<file path="config.mk">
export PLATFORM = sky130hd
export DESIGN_NAME = ccw_fetch
export DESIGN_NICKNAME = d
export VERILOG_FILES = /design/src/rtl/ccw_fetch.sv
export SDC_FILE = /design/constraint.sdc
export NUM_CORES = 1
export LEC_CHECK = 0
export CAP_MARGIN = 20
export CORE_ASPECT_RATIO = 1.5
export CORE_MARGIN = 1.5
export CORE_UTILIZATION = 34
export CTS_CLUSTER_DIAMETER = 50
export DETAILED_ROUTE_END_ITERATION = 8
export DONT_BUFFER_PORTS = 1
export SLEW_MARGIN = 15
export SYNTH_ARGS = -nofsm -noshare
export SYNTH_HDL_FRONTEND = slang
export SYNTH_SLANG_ARGS = --single-unit
</file>
<file path="constraint.sdc">
create_clock -name clk_ccw_h -period 2.2 [get_ports clk_ccw_h]
set_input_delay 0.44 -clock clk_ccw_h [delete_from_list [all_inputs] [get_ports clk_ccw_h]]
set_output_delay 0.44 -clock clk_ccw_h [all_outputs]
set_load 0.05 [all_outputs]
</file>
<file path="src/rtl/ccw_fetch.sv">
// ccw_fetch: channel command word fetch/decode sequencer for the RH20/DMA20 channel.
//   Fetches CCWs through a req/ack memory port, follows jumps, and hands each
//   data-transfer CCW to the channel control stage as a descriptor.
//   Ports:
//     clk_ccw_h, crc_reset_l                 clock, async active-low reset
//     ch_start_h, ch_start_adr               start pulse and initial CCW address
//     ch_reset_intr_h                        synchronous abort to IDLE
//     ccw_mem_req_h/adr, ccw_mem_ack_h/err_h/data   CCW read port
//     ccw_ccwf_waiting_h, ccw_xfer_*         descriptor to control stage
//     ccl_ccwf_clr_h                         descriptor consumed
//     ccw_halt_h, ccw_err_h                  program ended normally / in error
//   Optional: define CCW_JUMP_LIMIT_EN to fault the 4th consecutive JUMP.
module ccw_fetch #(
   parameter int ADR_W = 22,
   parameter int WC_W  = 11
) (
   input  logic             clk_ccw_h,
   input  logic             crc_reset_l,
   input  logic             ch_start_h,
   input  logic [ADR_W-1:0] ch_start_adr,
   input  logic             ch_reset_intr_h,
   output logic             ccw_mem_req_h,
   output logic [ADR_W-1:0] ccw_mem_adr,
   input  logic             ccw_mem_ack_h,
   input  logic             ccw_mem_err_h,
   input  logic [35:0]      ccw_mem_data,
   output logic             ccw_ccwf_waiting_h,
   output logic [ADR_W-1:0] ccw_xfer_adr,
   output logic [WC_W-1:0]  ccw_xfer_wc,
   output logic             ccw_xfer_last_h,
   output logic             ccw_xfer_rev_h,
   input  logic             ccl_ccwf_clr_h,
   output logic             ccw_halt_h,
   output logic             ccw_err_h
);
   typedef enum logic [2:0] {S_IDLE, S_FETCH, S_XFER, S_HALT, S_ERR} state_t;
   state_t           state_q, state_d;
   logic [ADR_W-1:0] ptr_q, ptr_d, xadr_q, xadr_d;
   logic [WC_W-1:0]  xwc_q, xwc_d;
   logic             xlast_q, xlast_d, xrev_q, xrev_d;
   logic             req_q, req_d, wait_q, wait_d, halt_q, halt_d, err_q, err_d;
   logic             start_ok, ack_ok, is_data, is_jump, jump_stop;
   logic [WC_W-1:0]  f_wc;
   logic [ADR_W-1:0] f_adr;
   // PDP-10 bit numbering: CCW bit k lives at ccw_mem_data[35-k]
   assign is_data  = ccw_mem_data[35];
   assign is_jump  = ~ccw_mem_data[35] & ccw_mem_data[34];
   assign f_wc     = ccw_mem_data[32 -: WC_W];
   assign f_adr    = ccw_mem_data[ADR_W-1:0];
   assign start_ok = ch_start_h & ((state_q == S_IDLE) | (state_q == S_HALT));
   assign ack_ok   = (state_q == S_FETCH) & ccw_mem_ack_h & ~ccw_mem_err_h;
`ifdef CCW_JUMP_LIMIT_EN
   logic [2:0] jcnt_q, jcnt_d;
   assign jump_stop = (jcnt_q == 3'd3);
   always_comb
      jcnt_d = (ch_reset_intr_h | start_ok) ? 3'd0 :
               ack_ok ? (is_jump ? jcnt_q + 3'd1 : 3'd0) : jcnt_q;
   always_ff @(posedge clk_ccw_h or negedge crc_reset_l)
      if (!crc_reset_l) jcnt_q <= 3'd0;
      else              jcnt_q <= jcnt_d;
`else
   assign jump_stop = 1'b0;
`endif
   always_ff @(posedge clk_ccw_h or negedge crc_reset_l)
      if (!crc_reset_l) begin
         state_q <= S_IDLE;
         ptr_q   <= '0;
         xadr_q  <= '0;
         xwc_q   <= '0;
         xlast_q <= 1'b0;
         xrev_q  <= 1'b0;
         req_q   <= 1'b0;
         wait_q  <= 1'b0;
         halt_q  <= 1'b0;
         err_q   <= 1'b0;
      end else begin
         state_q <= state_d;
         ptr_q   <= ptr_d;
         xadr_q  <= xadr_d;
         xwc_q   <= xwc_d;
         xlast_q <= xlast_d;
         xrev_q  <= xrev_d;
         req_q   <= req_d;
         wait_q  <= wait_d;
         halt_q  <= halt_d;
         err_q   <= err_d;
      end
   always_comb begin
      state_d = state_q;
      ptr_d   = ptr_q;
      xadr_d  = xadr_q;
      xwc_d   = xwc_q;
      xlast_d = xlast_q;
      xrev_d  = xrev_q;
      case (state_q)
         S_IDLE, S_HALT:
            if (ch_start_h) begin
               ptr_d   = ch_start_adr;
               state_d = S_FETCH;
            end
         S_FETCH:
            if (ccw_mem_ack_h) begin
               if (ccw_mem_err_h) state_d = S_ERR;
               else if (is_jump) begin
                  // a faulted jump leaves the pointer on the JUMP itself
                  if (jump_stop) state_d = S_ERR;
                  else           ptr_d   = f_adr;
               end else if (!is_data) state_d = S_HALT;
               else begin
                  ptr_d = ptr_q + ADR_W'(1);
                  if (f_wc != '0) begin
                     xadr_d  = f_adr;
                     xwc_d   = f_wc;
                     xlast_d = ccw_mem_data[34];
                     xrev_d  = ccw_mem_data[33];
                     state_d = S_XFER;
                  end else state_d = ccw_mem_data[34] ? S_HALT : S_FETCH;
               end
            end
         S_XFER:
            if (ccl_ccwf_clr_h) state_d = xlast_q ? S_HALT : S_FETCH;
         default: state_d = state_q;
      endcase
      if (ch_reset_intr_h) begin
         state_d = S_IDLE;
         ptr_d   = '0;
         xadr_d  = '0;
         xwc_d   = '0;
         xlast_d = 1'b0;
         xrev_d  = 1'b0;
      end
   end
   always_comb begin
      req_d  = (state_d == S_FETCH);
      wait_d = (state_d == S_XFER);
      halt_d = (state_d == S_HALT);
      err_d  = (state_d == S_ERR);
   end
   assign ccw_mem_req_h      = req_q;
   assign ccw_mem_adr        = ptr_q;
   assign ccw_ccwf_waiting_h = wait_q;
   assign ccw_xfer_adr       = xadr_q;
   assign ccw_xfer_wc        = xwc_q;
   assign ccw_xfer_last_h    = xlast_q;
   assign ccw_xfer_rev_h     = xrev_q;
   assign ccw_halt_h         = halt_q;
   assign ccw_err_h          = err_q;
endmodule

</file>
==> results by stage <==
Status:
- The flow ran to the end, but the final reports show violations.
- The final reports fail on hold timing.

Layout:
- The number of filler cells placed in the layout is just over 1000.
- The layout overhead on the synthesized area is 17.4%.
- The number of nets in the final layout is roughly 460.
- The sequential cells in the finished layout cover a total of between 0.0015 and 0.002 mm2.
- In the final layout, the multi-input gates occupy 0.00176 mm2.
- The ratio of cells with drive above 1 in the final layout is about a fifth.
- The repair_antennas step left the layout with diodes totalling 0.
- The utilization after layout is about two fifths.

Setup path:
- The cell with the biggest individual delay on the critical path is or4_4.
- STA classifies the critical path endpoint as a flop.
- In this design, the stage delay of the slowest critical-path cell is between 600 and 700 ps.
- STA puts the critical path data arrival time at 2320 ps.
- The kind of start point of the critical path is a flop.
- The signal on the critical path passes through or3b_1 > or4_4 > nand2_2 > a31o_2 > a32o_1.
- The type of the setup path with the least slack is flop to flop.
- The worst register-to-register path has a depth of 5.
- The startpoint of the lowest-slack register-to-register path is state_q[2]$_DFF_PN0_.
- The maximum net fanout on the critical path is 14.
- Setup slack on the worst reg-to-reg path comes out at roughly 150 ps.
- The end of the worst register-to-register path is ccw_mem_adr[14]$_DFFE_PN0P_.
- The required time at the endpoint of the critical path is about 2500 ps.

CTS:
- Counting every sink on the clock net gives between 60 and 70.
- The largest buffer count on any clock path is 2.
- The H-tree level count is 3.
- At the later pin of the worst-skew pair, clock insertion delay measures 340 ps.
- TritonCTS created 9 clock buffers.
- Buffers added to address setup during post-CTS repair amount to 0.
- The cell sitting at the root of the clock tree is a clkbuf_16.
- The clock tree from TritonCTS is done.
- After clock tree synthesis, the clock-pin slew on the worst setup and hold paths is roughly 50 ps.
- The count of instances resized after the clock tree is built is 0.

Global route:
- The first global-routing pass estimated 15900 um of wire.
- The remaining global-route overflow is 0.
- The number of global-route vias before repair was approximately 3000.
- The number of antenna violations at the first check in global routing was 0.
- The overall global routing resource usage is between 10% and 20%.
- Entering global routing, the biggest net connects 65 pins.

Pwr:
- The worst-case IR drop observed on VDD is about 0.36 mV.
- Of the total power, the share spent switching nets is between 30% and 40%.
- The standby leakage power is between 2 and 2.5 nW.
- In this run the power density over the cells is ~780 mW/mm2.
- The combinational cell fraction of total power is about a fifth.
- The proportion of power drawn by flip-flops and latches is a little over two fifths.
- Per report_power, the clock group accounts for between 30% and 40% of the total.
- Overall power consumption after layout is estimated at roughly 3.2 mW.
- The net switching power figure is 1.02 mW.
- The cell internal power dissipation is 2.21 mW.

STA:
- The share of the clock period used by the worst path after layout is between 90% and 100%.
- Clock skew on the completed layout was measured at approximately 7.3 ps.
- The final total negative setup slack is 0 ps.
- Hold timing on the final database bottoms out at a slack of -12.7 ps.
- Setup repair after global routing left no endpoint under its margin.
- The max-slew violation count came to 0.
- The max-slew headroom at the worst pin is about three fifths.
- Counting I/O delays and the setup requirement, the final critical path takes a little over 2000 ps.
- At the pin with the least slew margin, the transition time is ~590 ps.
- For this run, the top clock speed supported by timing is 488 MHz.
- The final count of hold timing violations came to 24.
- Setup violations remaining at the end of the flow were counted as 0.

Synthesis:
- Among all flip-flop cells after synthesis, the most frequent one is dfrtp_1.
- By area the synthesized netlist is led by dfrtp_1, mux2i_1, nor2_1.
- The netlist uses 46 different library cells.
- Yosys printed 0 warnings.
- Yosys mapped a number of flops with a built-in enable equal to 0.
- The net count after synthesis is 437.
- Counting every instance in the synthesized netlist gives 371.
- The synthesized design devotes to its leading area cell type 45.7% of total area.
- The top cell type by total area after synthesis is dfrtp_1.
- The dominant cell by count in the synthesized netlist is dfrtp_1.
- Counting flops and latches in the post-synthesis netlist gives 64.
- The post-synthesis average cell area is between 9 and 10 um2.
- The synthesized netlist occupies a cell area of about 0.0035 mm2.
- The post-synthesis sequential area ratio is 45.7%.
- In the synthesized netlist the async set-or-reset flop fraction comes to 100%.
- Sorting the synthesized cells by how often they occur yields dfrtp_1, nor2_1, mux2i_1.

Floorplan:
- The area of the placeable core is 0.0101 mm2.
- The die outline area is 0.0109 mm2.
- The height of the die is roughly 130 um.
- The number of top-level design ports is ~130.
- The initialized floorplan defines between 40 and 50 standard-cell rows.
- Measured along the x axis, the die boundary spans 85.9 um.
- For this configuration, the core starts out at a cell density of around a third.

Detailed routing:
- The wire length per cell is about 20 um.
- The remaining routing DRC violations is 0.
- The final route contains between 2000 and 3000 vias.
- The first TritonRoute pass finished after 4 iterations.
- For this block, the routed nets add up to 10200 um of wire.
- The detail-routed via count per cell is around 5.7.
- The post-route antenna net violation count is 0.
- The iteration-0 DRC count of the detailed router is between 100 and 150.

Min path:
- The type of the most critical hold path is input pin to asynchronous set/reset pin.

Run:
- The number of max-capacitance violations reported is 0.

Place:
- In this run the tool buffered the top-level ports with 0 buffer cells.
- The detailed placer's ending HPWL is 7750 um.
- The global placer's final weighted congestion is approximately 0.9.
## cell usage in the layout, fill, tap and decap left out, types with 2 or more instances in the layout
| master | netlist | layout |
|---|---|---|
| a211o_1 | 2 | 2 |
| a211oi_1 | 9 | 9 |
| a211oi_2 | 4 | 4 |
| a21o_1 | 5 | 5 |
| a21oi_1 | 12 | 12 |
| a221o_1 | 4 | 4 |
| a22o_1 | 3 | 3 |
| a31o_2 | 9 | 9 |
| a32o_1 | 7 | 7 |
| a41oi_1 | 2 | 2 |
| and3_1 | 3 | 3 |
| and3b_1 | 2 | 2 |
| and4_1 | 2 | 2 |
| buf_4 | 1 | 37 |
| clkbuf_1 | 16 | 2 |
| clkbuf_16 | 0 | 9 |
| clkinv_2 | 0 | 5 |
| dfrtp_1 | 64 | 58 |
| dfrtp_2 | 0 | 6 |
| inv_1 | 6 | 6 |
| mux2i_1 | 35 | 35 |
| nand2_1 | 31 | 31 |
| nand2b_1 | 3 | 3 |
| nand3_1 | 14 | 13 |
| nand4_1 | 9 | 9 |
| nor2_1 | 58 | 58 |
| nor2b_1 | 2 | 2 |
| nor3_1 | 8 | 8 |
| nor4_1 | 5 | 5 |
| nor4b_1 | 2 | 2 |
| o21ai_0 | 22 | 22 |
| xnor2_1 | 4 | 4 |
| xor2_1 | 4 | 4 |
## layout make-up
class	count	area share [%]
Multi-Input combinational cell	275	42.6
Sequential cell	64	39.1
Timing Repair Buffer	39	7.90
Clock buffer	11	5.65
Tap cell	117	3.56
Clock inverter	5	0.608
Inverter	6	0.547
## repair_timing
item                       4_1_cts  5_1_grt
hold endpoints to repair        64        0
hold buffers                     1        0
setup endpoints to repair        0        0
## sequential cells by signal, summed over array words and instances (netlist names)
name,cells
ccw_mem_req_h,1
ccw_ccwf_waiting_h,1
ccw_xfer_adr,22
ccw_mem_adr,22
ccw_halt_h,1
state_q,3
ccw_err_h,1
ccw_xfer_wc,11
ccw_xfer_last_h,1
ccw_xfer_rev_h,1
## per-layer routing
metal / wire length [um] / share of wire (%) / vias up / GRT usage (%)
met2: 5420 / 53 / 94 / 34.0
met1: 3910 / 38 / 1447 / 21.5
met3: 603 / 5.9 / 19 / 5.49
met5: 0 / 0 / - / 0
met4: 238 / 2.3 / 0 / 7.31
li1: - / - / 1399 / -
## kinds of logic after synthesis
kind of cell / after synthesis / share of synthesized area [%]
adder cells (fa/ha/maj): 1 / 0.357
flip-flops: 64 / 45.7
multiplexers: 35 / 9.99
AO/OA/AOI/OAI: 86 / 18.1
XOR/XNOR: 8 / 2.00
buffers and inverters: 32 / 4.39
AND/OR/NAND/NOR: 145 / 19.5
## how the worst max path moves through the flow
stage	startpoint	end	slack [ps]	cells past startpoint
2_1_floorplan	ccw_mem_adr[7]$_DFFE_PN0P_	ccw_mem_adr[18]$_DFFE_PN0P_	10	5
3_3_place_gp	state_q[2]$_DFF_PN0_	ccw_ccwf_waiting_h$_DFF_PN0_	190	6
3_5_place_dp	state_q[2]$_DFF_PN0_	ccw_mem_adr[14]$_DFFE_PN0P_	160	5
4_1_cts	state_q[2]$_DFF_PN0_	ccw_mem_adr[10]$_DFFE_PN0P_	150	5
5_1_grt	state_q[2]$_DFF_PN0_	ccw_ccwf_waiting_h$_DFF_PN0_	30	6
6_report	state_q[2]$_DFF_PN0_	ccw_mem_adr[14]$_DFFE_PN0P_	150	5
## through the flow
step                hold WS [ps]  area, um2  instances  worst slack [ps]
floorplan                    144       3510        371              14.0
global placement             146       3830        500               190
detailed placement           146       3830        500               165
CTS                       0.0435       4120        517               153
global route                10.8       4120        517              25.6
finish                     -12.7       4120        517               149
## critical path: cells and delay by family (launching register included)
kind | cells | cell delay [ps]
simple gates | 3 | 1290
flops | 1 | 370
compound gates | 2 | 320
## power groups by stage
stage                     combinational (mW)  sequential (mW)  clock, mW
after global routing                   0.676             1.36       1.32
after floorplan                        0.291             1.52          0
after detailed placement               0.596             1.37          0
after CTS                              0.628             1.35       1.27
final                                  0.624             1.35       1.25
after global placement                 0.589             1.37          0
Power figures use the tool's default switching activity.
